### config.mk
export PLATFORM = sky130hd
export DESIGN_NAME = fft_sample_streamer
export DESIGN_NICKNAME = d
export VERILOG_FILES = /design/src/rtl/fft_sample_streamer.sv
export SDC_FILE = /design/constraint.sdc
export NUM_CORES = 1
export LEC_CHECK = 0
export ABC_AREA = 1
export CORE_ASPECT_RATIO = 1.25
export CORE_MARGIN = 1.5
export CORE_UTILIZATION = 45
export CTS_CLUSTER_SIZE = 30
export DETAILED_ROUTE_END_ITERATION = 10
export GPL_TIMING_DRIVEN = 1
export PLACE_DENSITY = 0.73
export SLEW_MARGIN = 40
export SYNTH_ARGS = -nofsm -noshare
export SYNTH_HDL_FRONTEND = slang
export SYNTH_SLANG_ARGS = --single-unit
export TNS_END_PERCENT = 5
### constraint.sdc
create_clock -name clk -period 3 [get_ports clk]
set_input_delay 0.6 -clock clk [delete_from_list [all_inputs] [get_ports clk]]
set_output_delay 0.6 -clock clk [all_outputs]
set_load 0.01 [all_outputs]
### src/rtl/fft_sample_streamer.sv
`default_nettype none
// fft_sample_streamer: sweeps a 1-cycle-latency sample ROM and streams it as signed valid/ready frames.
// Revision 1.0
module fft_sample_streamer #(
  parameter int ADDR_W    = 10,
  parameter int FRAME_LEN = 1024,
  parameter int SMP_W     = 12,
  parameter int OUT_W     = 16
) (
  input  logic              clk,
  input  logic              reset,
  input  logic              start,
  input  logic              continuous,
  output logic [ADDR_W-1:0] rom_ad,
  output logic              rom_ce,
  output logic              rom_oce,
  input  logic [15:0]       rom_dout,
  output logic [OUT_W-1:0]  m_tdata,
  output logic              m_tvalid,
  input  logic              m_tready,
  output logic              m_tlast,
  output logic              busy,
  output logic              frame_done
);

  localparam logic [ADDR_W-1:0] LAST_ADDR = ADDR_W'(FRAME_LEN - 1);

  typedef enum logic [1:0] {
    IDLE  = 2'd0,
    RUN   = 2'd1,
    DRAIN = 2'd2
  } state_t;

  state_t                   state, state_nxt;
  logic [ADDR_W-1:0]        addr, addr_nxt;
  logic                     inflight, inflight_last;
  logic [1:0]               fifo_cnt;
  logic [1:0]               occupancy;
  logic [OUT_W-1:0]         head_data, tail_data;
  logic                     head_last, tail_last;
  logic                     pop, issue, last_issue;
  logic signed [SMP_W-1:0]  smp_signed;
  logic [OUT_W-1:0]         smp_ext;

  // Offset-binary to two's complement is just an MSB flip, then sign-extend.
  assign smp_signed = {~rom_dout[SMP_W-1], rom_dout[SMP_W-2:0]};
  assign smp_ext    = OUT_W'(smp_signed);

  if (SMP_W < 16) begin : g_unused_hi
    logic unused_hi;
    assign unused_hi = ^rom_dout[15:SMP_W];
  end

  assign m_tvalid   = (fifo_cnt != 2'd0);
  assign pop        = m_tvalid && m_tready;
  assign occupancy  = fifo_cnt + {1'b0, inflight};
  // A read may be issued into the slot freed by a same-cycle pop.
  assign issue      = (state == RUN) &&
                      ((occupancy < 2'd2) || ((occupancy == 2'd2) && pop));
  assign last_issue = issue && (addr == LAST_ADDR);

  assign rom_ce  = issue;
  assign rom_ad  = addr;
  assign m_tdata = head_data;
  assign m_tlast = m_tvalid && head_last;
  assign busy    = (state != IDLE);

  always_comb begin
    state_nxt = state;
    addr_nxt  = addr;
    case (state)
      IDLE: begin
        if (start) state_nxt = RUN;
      end
      RUN: begin
        if (issue) begin
          if (addr == LAST_ADDR) begin
            addr_nxt = '0;
            if (!continuous) state_nxt = DRAIN;
          end else begin
            addr_nxt = addr + 1'b1;
          end
        end
      end
      DRAIN: begin
        if (pop && head_last) state_nxt = IDLE;
      end
      default: state_nxt = IDLE;
    endcase
  end

  always_ff @(posedge clk or posedge reset) begin
    if (reset) begin
      state         <= IDLE;
      addr          <= '0;
      inflight      <= 1'b0;
      inflight_last <= 1'b0;
      rom_oce       <= 1'b0;
      frame_done    <= 1'b0;
    end else begin
      state         <= state_nxt;
      addr          <= addr_nxt;
      inflight      <= issue;
      inflight_last <= last_issue;
      rom_oce       <= 1'b1;
      frame_done    <= pop && head_last;
    end
  end

  // Two-entry FIFO; an in-flight read always lands here the cycle after issue.
  always_ff @(posedge clk or posedge reset) begin
    if (reset) begin
      fifo_cnt  <= 2'd0;
      head_data <= '0;
      head_last <= 1'b0;
      tail_data <= '0;
      tail_last <= 1'b0;
    end else begin
      case ({inflight, pop})
        2'b10: begin
          if (fifo_cnt == 2'd0) begin
            head_data <= smp_ext;
            head_last <= inflight_last;
          end else begin
            tail_data <= smp_ext;
            tail_last <= inflight_last;
          end
          fifo_cnt <= fifo_cnt + 2'd1;
        end
        2'b01: begin
          head_data <= tail_data;
          head_last <= tail_last;
          fifo_cnt  <= fifo_cnt - 2'd1;
        end
        2'b11: begin
          if (fifo_cnt == 2'd1) begin
            head_data <= smp_ext;
            head_last <= inflight_last;
          end else begin
            head_data <= tail_data;
            head_last <= tail_last;
            tail_data <= smp_ext;
            tail_last <= inflight_last;
          end
        end
        default: ;
      endcase
    end
  end

endmodule
`default_nettype wire

# Word level (Yosys, flattened, before mapping)
# Cells that the tools add are included.
# W data, S select, Z words.
# classes
magnitude_cmp	1
n_reduce_logical	18
add_sub_neg	4
n_mux	20
n_eq_ne	16
bitwise_logic	1
# ops
cell	count
$mux W16	4
$pmux W16 S3	1
$pmux W16 S2	1
$ne A2 B2 Y1 const B	7
$add A10 B1 Y10 const B	1
$eq A10 B10 Y1 const B	1
$mux W10	1
$mux W2	5
$eq A2 B2 Y1 const B	4
$reduce_bool A2 Y1	4
$eq A2 B1 Y1 const B	3
$logic_and A1 B1 Y1	6
$pmux W2 S3	1
$reduce_and A5 Y1	1
$logic_not A2 Y1	2
$mux W1	4
$pmux W2 S2	1
$reduce_and A2 Y1	2
$pmux W1 S3	1
$reduce_and A3 Y1	1
$reduce_bool A3 Y1	1
$add A2 B1 Y2	1
$add A2 B1 Y2 const B	1
$lt A2 B2 Y1 const B	1
other kinds (5)	5
# word_totals
regBits	52
word_cells	71
in_bits	21
output_inout_bits	32

# Longest topological paths before layout
# logic_depth
word_depth	7
depth_mapped	13
ltp_nobuf	12

# Least setup slack after synthesis
# No wires, ideal clock.
# synth_timing
path_type	flip-flop to flip-flop
startpoint	register fifo_cnt[0]
endpoint	register head_data[0] (netlist: m_tdata[0])
t_arrival_ps	1777
synth_period_minus_slack_ps	1858
setup_slack_ps	1142
stages_incl_launch_ff	13
t_required_ps	2919
path_buffers	1
setup_time_ps	81
path_cell_list	dfrtp_1 > inv_1 > ha_1 > inv_4 > nand2_2 > inv_1 > ha_1 > inv_2 > nand2_1 > o21ai_1 > buf_2 > or2_1 > a31oi_2
# synth_between
elab_chain_len	5
word_cells_on_any_way	12
classes_between	5 x eq/ne; 2 x mux; 5 x reduce/logical
# synth_lines
element	line	rtl
start, declared	37	logic [1:0] fifo_cnt;
start signal, assigned	128	fifo_cnt <= fifo_cnt + 2'd1;
start signal, assigned	133	fifo_cnt <= fifo_cnt - 2'd1;
$reduce_bool A2 Y1 (*)	54	assign m_tvalid = (fifo_cnt != 2'd0);
named net m_tvalid	19	output logic m_tvalid,
$logic_and A1 B1 Y1 (*)	55	assign pop = m_tvalid && m_tready;
$eq A2 B2 Y1 / $eq A2 B1 Y1 (equally long branches)	119	case ({inflight, pop})
$ne A2 B2 Y1 (no line) / $reduce_bool A3 Y1 (equally long branches)	--	
$reduce_and A2 Y1 (no line)	--	
end signal, assigned	122	head_data <= smp_ext;
end signal, assigned	131	head_data <= tail_data;
end signal, assigned	137	head_data <= smp_ext;
end, declared	39	logic [OUT_W-1:0] head_data, tail_data;
# The timed path passes the listed nets; every way through them passes the cells marked *.
# A chain may end at the register's enable or synchronous reset.

# Final worst setup path
# layout_timing
startpoint	register fifo_cnt[0]
endpoint	output port rom_ce
# layout_between
elab_chain_len	5
word_cells_on_any_way	8
classes_between	1 x add/sub; 1 x order compare; 1 x eq/ne; 5 x reduce/logical
# layout_lines
element	line	rtl
$add A2 B1 Y2 / $reduce_bool A2 Y1 (equally long branches)	56, 54	
$eq A2 B2 Y1 / $logic_and A1 B1 Y1 (equally long branches)	59, 55	
$logic_and A1 B1 Y1	59	((occupancy < 2'd2) || ((occupancy == 2'd2) && pop));
$logic_or A1 B1 Y1 (*)	59	
$logic_and A1 B1 Y1 (*)	58	assign issue = (state == RUN) &&
end, declared	15	output logic rom_ce,
# Mark *: on every way between the ends. The rest lies on a longest branch, timed or not.

==> flow_metrics.env <==
export IMPL_period_share_pct=85.7
export IMPL_p_per_area_mw_per_mm2=1030
export IMPL_synth_area_leaders="dfrtp_1, nand2_1, o21ai_0"
export IMPL_syn_inst=256
export IMPL_crit_family="buffers and inverters"
export IMPL_cp_arrival_ns=1.97
export IMPL_syn_nets=284
export IMPL_cts_tree="done"
export IMPL_grt_max_degree=28
export IMPL_worst_slack_ns=0.428
export IMPL_worst_setup_path_type="reg -> out"
export IMPL_grt_pass1_vias=1652
export IMPL_p_leak_nw=1.30
export IMPL_maxSlewViolCount=0
export IMPL_fin_tns_setup_ns=0
export IMPL_cp_buffers_inverters=3
export IMPL_viasPerCell=4.93
export IMPL_antenna_found_initial=0
export IMPL_pre_cts_ws_ns=0.419
export IMPL_fp_dieW_microns=66.6
export IMPL_fillers=424
export IMPL_required_ns=2.40
export IMPL_clk_latency_ns=0.30
export IMPL_max_slew_margin_pct=51.8
export IMPL_ios=53
export IMPL_rows=28
export IMPL_post_cts_resized=0
export IMPL_cts_sink_count=44
export IMPL_gp_congestion=0.920
export IMPL_final_common_cell="clkdlybuf4s50_1"
export IMPL_wl_per_cell_microns=11.9
export IMPL_cp_end_kind="output port"
export IMPL_cts_hold_buf=0
export IMPL_cts_root_buf="clkbuf_8"
export IMPL_clk_pin_slew_ns=0.09
export IMPL_layout_common_cells="clkdlybuf4s50_1, nand2_1, dfrtp_1"
export IMPL_ys_seq_area_share_pct=48.4
export IMPL_dieHeight_microns=82.5
export IMPL_io_buffers=48
export IMPL_synth_area_leader_cell="dfrtp_1"
export IMPL_antenna_cells=0
export IMPL_status="finished, final reports clean"
export IMPL_clock_skew_ns=0.00899
export IMPL_route_met3_wl_microns=229
export IMPL_rsz0062_at_grt="false"
export IMPL_drive_gt1_share_pct=11.1
export IMPL_setup_viol=0
export IMPL_ys_ff_latch=44
export IMPL_flow_area_growth_from_synthesis_pct=27.1
export IMPL_grt_pass1_wl_microns=7420
export IMPL_place_area_sq_mm=0.00278
export IMPL_ys_types=33
export IMPL_htreeDepth=2
export IMPL_max_stage_delay_ns=0.55
export IMPL_grt_overflow=0
export IMPL_final_util_pct=60.3
export IMPL_critPathLaunchType="flip-flop"
export IMPL_top_layer="met4"
export IMPL_post_route_drc_count=0
export IMPL_m1WireLength_microns=1970
export IMPL_yosys_warnings=0
export IMPL_cap_violations=0
export IMPL_fmax_mhz=389
export IMPL_synth_avg_cell_area_sq_um=8.90
export IMPL_drtPass1Iterations=4
export IMPL_nNetsFinal=332
export IMPL_worstMarginPinSlew_ns=0.721
export IMPL_met2_wirelength_microns=2110
export IMPL_drt_iter0_drc=163
export IMPL_fin_area_sq_mm=0.00290
export IMPL_hold_viol=0
export IMPL_synth_top_area_share_pct=48.4
export IMPL_vias=1799
export IMPL_cp_max_fo=5
export IMPL_peakVddDrop_uv=743
export IMPL_cts_setup_buffers=0
export IMPL_antenna_left=0
export IMPL_core_sq_mm=0.00480
export IMPL_cp_cell_sequence="inv_1, ha_1, inv_4, nand3_4, a21oi_4, clkdlybuf4s50_1"
export IMPL_period_needed_ns=2.57
export IMPL_cp_slowest_cell="clkdlybuf4s50_1"
export IMPL_cts_made_buffers=5
export IMPL_clockBufferDepth=2
export IMPL_die_area_sq_mm=0.00550
export IMPL_drt_wl_total_microns=4350
export IMPL_place_hpwl_microns=3090
export IMPL_min_path_type="reg -> reg"
export IMPL_syn_area_sq_mm=0.00228
export IMPL_initial_core_util_pct=47.4
export IMPL_track_usage_pct=17.6
final cells by class:
cell class | instances | area, sq um | share of cell area (%)
clock buffers | 5 | 68.8 | 2.38
clock inverters | 3 | 46.3 | 1.60
inverters | 34 | 130 | 4.49
multi-input cells | 166 | 956 | 33.0
flip-flops and latches | 44 | 1100 | 38.0
well taps | 60 | 75.1 | 2.59
repair buffers | 53 | 518 | 17.9
final timing paths:
path	slack [ns]	to	start	cells past startpoint
min in group asynchronous	0.67	rom_oce	reset	2
max	0.43	rom_ce	fifo_cnt[0]	6
min reg2reg	0.49	tail_data[8]	tail_data[8]	2
max reg2reg	0.80	tail_data[5]	fifo_cnt[0]	11
min	0.49	tail_data[8]	tail_data[8]	2
max in group asynchronous	1.77	fifo_cnt[1]	reset	3
power by group:
part	internal (mW)	total, mW	leakage [nW]	switching, mW
combinational	0.706	1.52	0.706	0.811
clock	0.251	0.462	0.0548	0.212
sequential	0.835	1.00	0.538	0.170
total	1.79	2.98	1.30	1.19
per-layer routing:
metal,vias to the layer above,global-route usage (%)
met5,-,0
met2,53,32.4
met4,0,4.90
met1,826,20.5
met3,5,3.66
li1,915,-
synthesized netlist by cell type, drive strengths merged:
library cell	number
ha	7
nand2	47
nor3	1
a21oi	2
buf	10
nand3	8
or2	12
o31ai	1
xnor2	4
nand4	5
conb	1
inv	34
o21ai	38
dfrtp	44
nor2	25
a31oi	12
xor2	1
o22ai	1
clkbuf	2
nand3b	1
worst register-to-register path, cell delays in order, from the launching register on:
cell,delay (ns)
dfrtp_1,0.43
inv_1,0.06
ha_1,0.24
inv_4,0.13
nand2_2,0.11
inv_1,0.10
ha_1,0.18
inv_2,0.06
nor2_4,0.28
o22ai_4,0.27
nand2_1,0.11
o21ai_0,0.09
flip-flops by register name, indices dropped and copies added, names as in the netlist:
| signal | cells |
|---|---|
| rom_ad | 10 |
| state | 2 |
| inflight_last | 1 |
| head_last | 1 |
| tail_data | 12 |
| tail_last | 1 |
| rom_oce | 1 |
| m_tdata | 12 |
| inflight | 1 |
| fifo_cnt | 2 |
| frame_done | 1 |
cells by family (layout without fill, tap and decap cells):
| logic type | count (synthesis) | count (layout) | share of synthesized area, % |
|---|---|---|---|
| DFF | 44 | 44 | 48.4 |
| xor gates and xnor gates | 5 | 5 | 1.92 |
| other | 1 | 1 | 0.165 |
| buffers and inverters | 46 | 95 | 9.67 |
| and+or+nand+nor | 99 | 99 | 20.1 |
| adders and majority gates | 7 | 7 | 3.85 |
| AOI/OAI and AO/OA | 54 | 54 | 15.9 |
per-stage QoR:
step	total power [mW]	cells	hold slack [ns]
floorplan	2.06	256	0.447
global placement	2.51	357	0.460
detailed placement	2.55	357	0.468
CTS	3.03	365	0.490
global route	3.24	365	0.517
finish	2.98	365	0.490
Note: power is estimated with default switching activity, not from simulation.
==> edit 1 (same settings) <==
Take the reset off `addr` and load it in a clocked block of its own.
--- a/src/rtl/fft_sample_streamer.sv
+++ b/src/rtl/fft_sample_streamer.sv
@@ -92,19 +92,21 @@
   always_ff @(posedge clk or posedge reset) begin
     if (reset) begin
       state         <= IDLE;
-      addr          <= '0;
       inflight      <= 1'b0;
       inflight_last <= 1'b0;
       rom_oce       <= 1'b0;
       frame_done    <= 1'b0;
     end else begin
       state         <= state_nxt;
-      addr          <= addr_nxt;
       inflight      <= issue;
       inflight_last <= last_issue;
       rom_oce       <= 1'b1;
       frame_done    <= pop && head_last;
     end
+  end
+
+  always_ff @(posedge clk) begin
+    addr <= addr_nxt;
   end
 
   // Two-entry FIFO; an in-flight read always lands here the cycle after issue.
Behaviour: differs if reset is asserted again (counterexample within 4 cycles, from zero or initial values and one cycle with reset high); with reset held inactive, the same outputs for 10 cycles.
==> edit 1 against the unedited design <==
Synthesized cell count grew 2.7%; sequential cell count is the same; final area shrank 2.9%; clock skew shrank 0.0050 ns; sequential share of layout area grew 2.9 points; combinational power shrank 14%; cell count grew 1.4%; area after synthesis shrank 2.2%; total power shrank 7.0%; routed wire length shrank 8.8%; sequential power grew 9%; worst setup slack lost 0.17 ns; worst hold slack lost 0.0091 ns; via count shrank 1.4%; critical endpoint unchanged.
==> edit 1: results (changes against the unedited design) <==
| Metric | Value |
|---|---|
| Synthesized netlist net count | 291 (+2.5%) |
| Smallest hold slack | 0.4808 ns (-0.009149 ns) |
| Number of distinct library cells after synthesis | 26 (-21%) |
| Largest net degree at the start of global routing | 35 (+25%) |
| Worst Setup Slack post-DPL | 0.2647 ns (-0.1544 ns) |
| Final layout net count | 337 (+1.5%) |
| Number of placed instances, taps included | 362 (+1.4%) |
| Static leakage | 1.337 nW (+3.0%) |
| Endpoint of the lowest-slack register-to-register path | m_tdata[8] |
| Sequential area share after synthesis | 0.5169 (+0.03334) |
| Synthesized-area fraction occupied by adder cells | 0.03933 (+0.0008643) |
| Cell area reported after detailed placement | 2720 um^2 (-2.2%) |
| DPL Wire Length | 2.892 mm (-6.4%) |
| Data arrival time of the critical path | 2.15 ns (+0.18 ns) |
| Internal power component | 1.700 mW (-5.1%) |
| Critical Path Max Stage Delay | 0.58 ns (+0.03 ns) |
| Mean routed wirelength per cell | 10.72 um (-10%) |
| Result of the run | finished, final reports clean |
| Area fraction in compound gates after synthesis | 0.08483 (-0.07451) |
| EDFF count, synth | 10 (+10) |
| Largest voltage drop on the vdd net | 0.4264 mV (-43%) |
| Post-route worst setup slack | 0.2543 ns (-0.1739 ns) |
| Share of flip-flops with an asynchronous set or reset | 0.7727 (-0.2273) |
| Wire length of the first global-routing pass | 7.086 mm (-4.5%) |
| Maximum fanout along the worst path | 2 (-3) |
| Synth area leaders | sky130_fd_sc_hd__dfrtp_1, sky130_fd_sc_hd__edfxtp_1, sky130_fd_sc_hd__nand2_1 |
[edit 1: cell types whose count changed in the layout (fill, tap and decap cells not counted), sizes merged, moves of 2 or more]
cell	change
a31oi	-12
o21ai	-2
buf	-3
dfrtp	-10
nor2	-10
edfxtp	+10
nand2	+35
inv	+2
nand3	+12
or2	-12
nand4	-5
clkbuf	+3
[edit 1: layer usage]
| metal | routed length (um) | global-route usage | part of all wire |
|---|---|---|---|
| met5 | 0 | 0 | 0 |
| met4 | 54 | 0.06250 | 0.014 |
| met3 | 227 | 0.04384 | 0.057 |
| met2 | 1901 | 0.2929 | 0.48 |
| met1 | 1784 | 0.2025 | 0.45 |
[edit 1: cell type report]
class                      instances  share of cell area
sequential                        44              0.4096
inverter                          38             0.05120
tap                               60             0.02671
timing repair buffer              50              0.1763
multi-input combinational        170              0.3041
clock buffer                       8             0.03206
[edit 1: worst max-delay path, delay by kind of cell]
kind          cells  cell delay [ns]
buf+inv           3             1.17
simple gates      3             0.38
==> edit 2 (config.mk and constraints unchanged) <==
Without the edit above. The parameter `ADDR_W` goes from 10 to 9.
--- a/src/rtl/fft_sample_streamer.sv
+++ b/src/rtl/fft_sample_streamer.sv
@@ -2,7 +2,7 @@
 // fft_sample_streamer: sweeps a 1-cycle-latency sample ROM and streams it as signed valid/ready frames.
 // Revision 1.0
 module fft_sample_streamer #(
-  parameter int ADDR_W    = 10,
+  parameter int ADDR_W    = 9,
   parameter int FRAME_LEN = 1024,
   parameter int SMP_W     = 12,
   parameter int OUT_W     = 16
Interface: changed (resized rom_ad); port bits go from 53 to 52. The function was not compared with the original's and may differ.
==> edit 2 against the unedited design <==
Sequential cell count decreased by 1; critical path depth increased by 4; worst hold slack got worse by 0.0088 ns; final area decreased by 2.6%; non-clock buffer count decreased by 2; area after synthesis decreased by 3.9%; total power decreased by 2.2%; largest power group unchanged; worst setup slack got worse by 0.094 ns; routed wire length decreased by 0.41%; core utilization decreased by 0.25 points; sequential power decreased by 4%.
==> edit 2: results (changes against the unedited design) <==
| Metric | Value |
|---|---|
| Clock Skew | 0.009689 ns (+0.0006980 ns) |
| Data arrival time of the critical path | 2.07 ns (+0.10 ns) |
| Mean routed wirelength per cell | 11.46 um (-3.8%) |
| Smallest hold slack | 0.4812 ns (-0.008783 ns) |
| Number of iterations in the first detailed-routing pass | 6 (+2) |
| Worst Setup Slack post-DPL | 0.3388 ns (-0.08041 ns) |
| Endpoint of the worst hold path | m_tdata[2] |
| Global placement routability congestion | 0.7908 (-14%) |
| Flop2flop setup slack | 0.70 ns (-0.10 ns) |
| Result of the run | finished, final reports clean |
| Final layout net count | 346 (+4.2%) |
| Largest net degree at the start of global routing | 33 (+18%) |
| Met3 usage in global routing | 0.04155 (+0.004966) |
| Largest voltage drop on the vdd net | 0.7308 mV (-1.6%) |
| Routed vias/inst | 4.886 (-0.86%) |
| DPL Wire Length | 3.059 mm (-1.0%) |
| Area fraction in compound gates after synthesis | 0.09548 (-0.06386) |
| Post-Synthesis Mean Instance Area | 8.075 um^2 (-9.2%) |
| Leading cell types by count after synthesis | sky130_fd_sc_hd__nand2_1, sky130_fd_sc_hd__dfrtp_1, sky130_fd_sc_hd__o21ai_0 |
| Synth area leaders | sky130_fd_sc_hd__dfrtp_1, sky130_fd_sc_hd__nand2_1, sky130_fd_sc_hd__o21ai_0 |
| Share of post-route cells with drive strength above 1 | 0.07547 (-0.03600) |
| Met1 layer usage reported by global route | 0.2055 (+0.0006796) |
| Maximum fanout along the worst path | 4 (-1) |
| Fill cells | 459 (+8.3%) |
| Endpoint of the lowest-slack register-to-register path | head_last |
| Number of distinct library cells after synthesis | 25 (-24%) |
| PortBufs | 47 (-2.1%) |
| Xor-xnor portion of the synthesized cell area | 0.02401 (+0.004783) |
| Slew @ Worst Pin | 0.8047 ns (+0.08372 ns) |
| Initial drt markers | 67 (-59%) |
| Worst Hold Launch | m_tdata[2] |
| Total routing usage reported by global routing | 0.1807 (+0.004971) |
| Wire length of the first global-routing pass | 7.610 mm (+2.6%) |
| Static leakage | 1.368 nW (+5.3%) |
| Met2 Usage GRT | 0.3337 (+0.009673) |
edit 2: cell types whose count changed in the layout (fill, tap and decap cells not counted), sizes merged, moves of 2 or more:
cell	unedited run	this run
a31oi	12	0
inv	35	30
nand2	47	98
nand3	8	20
nand4	5	1
nor2	25	10
or2	12	1
xnor2	4	2
xor2	1	4
edit 2: worst max-delay path by stage:
stage / start / endpoint / slack (ns) / cells after the start
3_3_place_gp: m_tready / rom_ce / 0.35 / 8
6_report: fifo_cnt[0] / rom_ce / 0.33 / 10
4_1_cts: fifo_cnt[0] / rom_ce / 0.31 / 10
3_5_place_dp: m_tready / rom_ce / 0.34 / 8
5_1_grt: fifo_cnt[0] / rom_ce / 0.21 / 10
2_1_floorplan: fifo_cnt[0] / rom_ce / 1.16 / 9
edit 2: final cells by class:
class / count / area (um^2) / share of cell area
sequential: 43 / 1076 / 0.3815
tap: 60 / 75.07 / 0.02662
timing repair buffer: 51 / 500.5 / 0.1775
multi-input combinational: 185 / 914.6 / 0.3243
clock buffer: 5 / 68.82 / 0.02440
clock inverter: 3 / 67.56 / 0.02396
inverter: 31 / 117.6 / 0.04170
edit 2: routing by layer:
layer / wire length (um) / up-vias / part of all wire
li1: - / 936 / -
met1: 1886 / 845 / 0.44
met2: 2166 / 59 / 0.50
met3: 225 / 7 / 0.052
met4: 52 / 0 / 0.012
met5: 0 / - / 0
edit 2: power by group:
| part | total, mW | switching [mW] | internal, mW |
|---|---|---|---|
| combinational | 1.42 | 0.797 | 0.620 |
| clock | 0.540 | 0.208 | 0.332 |
| sequential | 0.963 | 0.160 | 0.803 |
edit 2: cell families (layout without fill, tap and decap cells):
| logic type | Yosys count | in the layout |
|---|---|---|
| AND/OR/NAND/NOR | 131 | 131 |
| XOR/XNOR | 6 | 6 |
| AO/OA/AOI/OAI | 39 | 39 |
| buffers and inverters | 43 | 90 |
| other | 1 | 1 |
| flip-flops | 43 | 43 |
| adder cells (fa/ha/maj) | 8 | 8 |
edit 2: worst min-delay path, delay by kind of cell (launching register included):
family	cells	cell delay, ns
DFF	1	0.35
and+or+nand+nor	2	0.10
edit 2: through the flow:
step / instances / util / cell area (um^2)
2_1_floorplan: 271 / - / 2188
3_3_place_gp: 370 / 0.5714 / 2683
3_5_place_dp: 370 / 0.5717 / 2684
4_1_cts: 378 / 0.6007 / 2820
5_1_grt: 378 / 0.6007 / 2820
6_report: 378 / 0.6007 / 2820
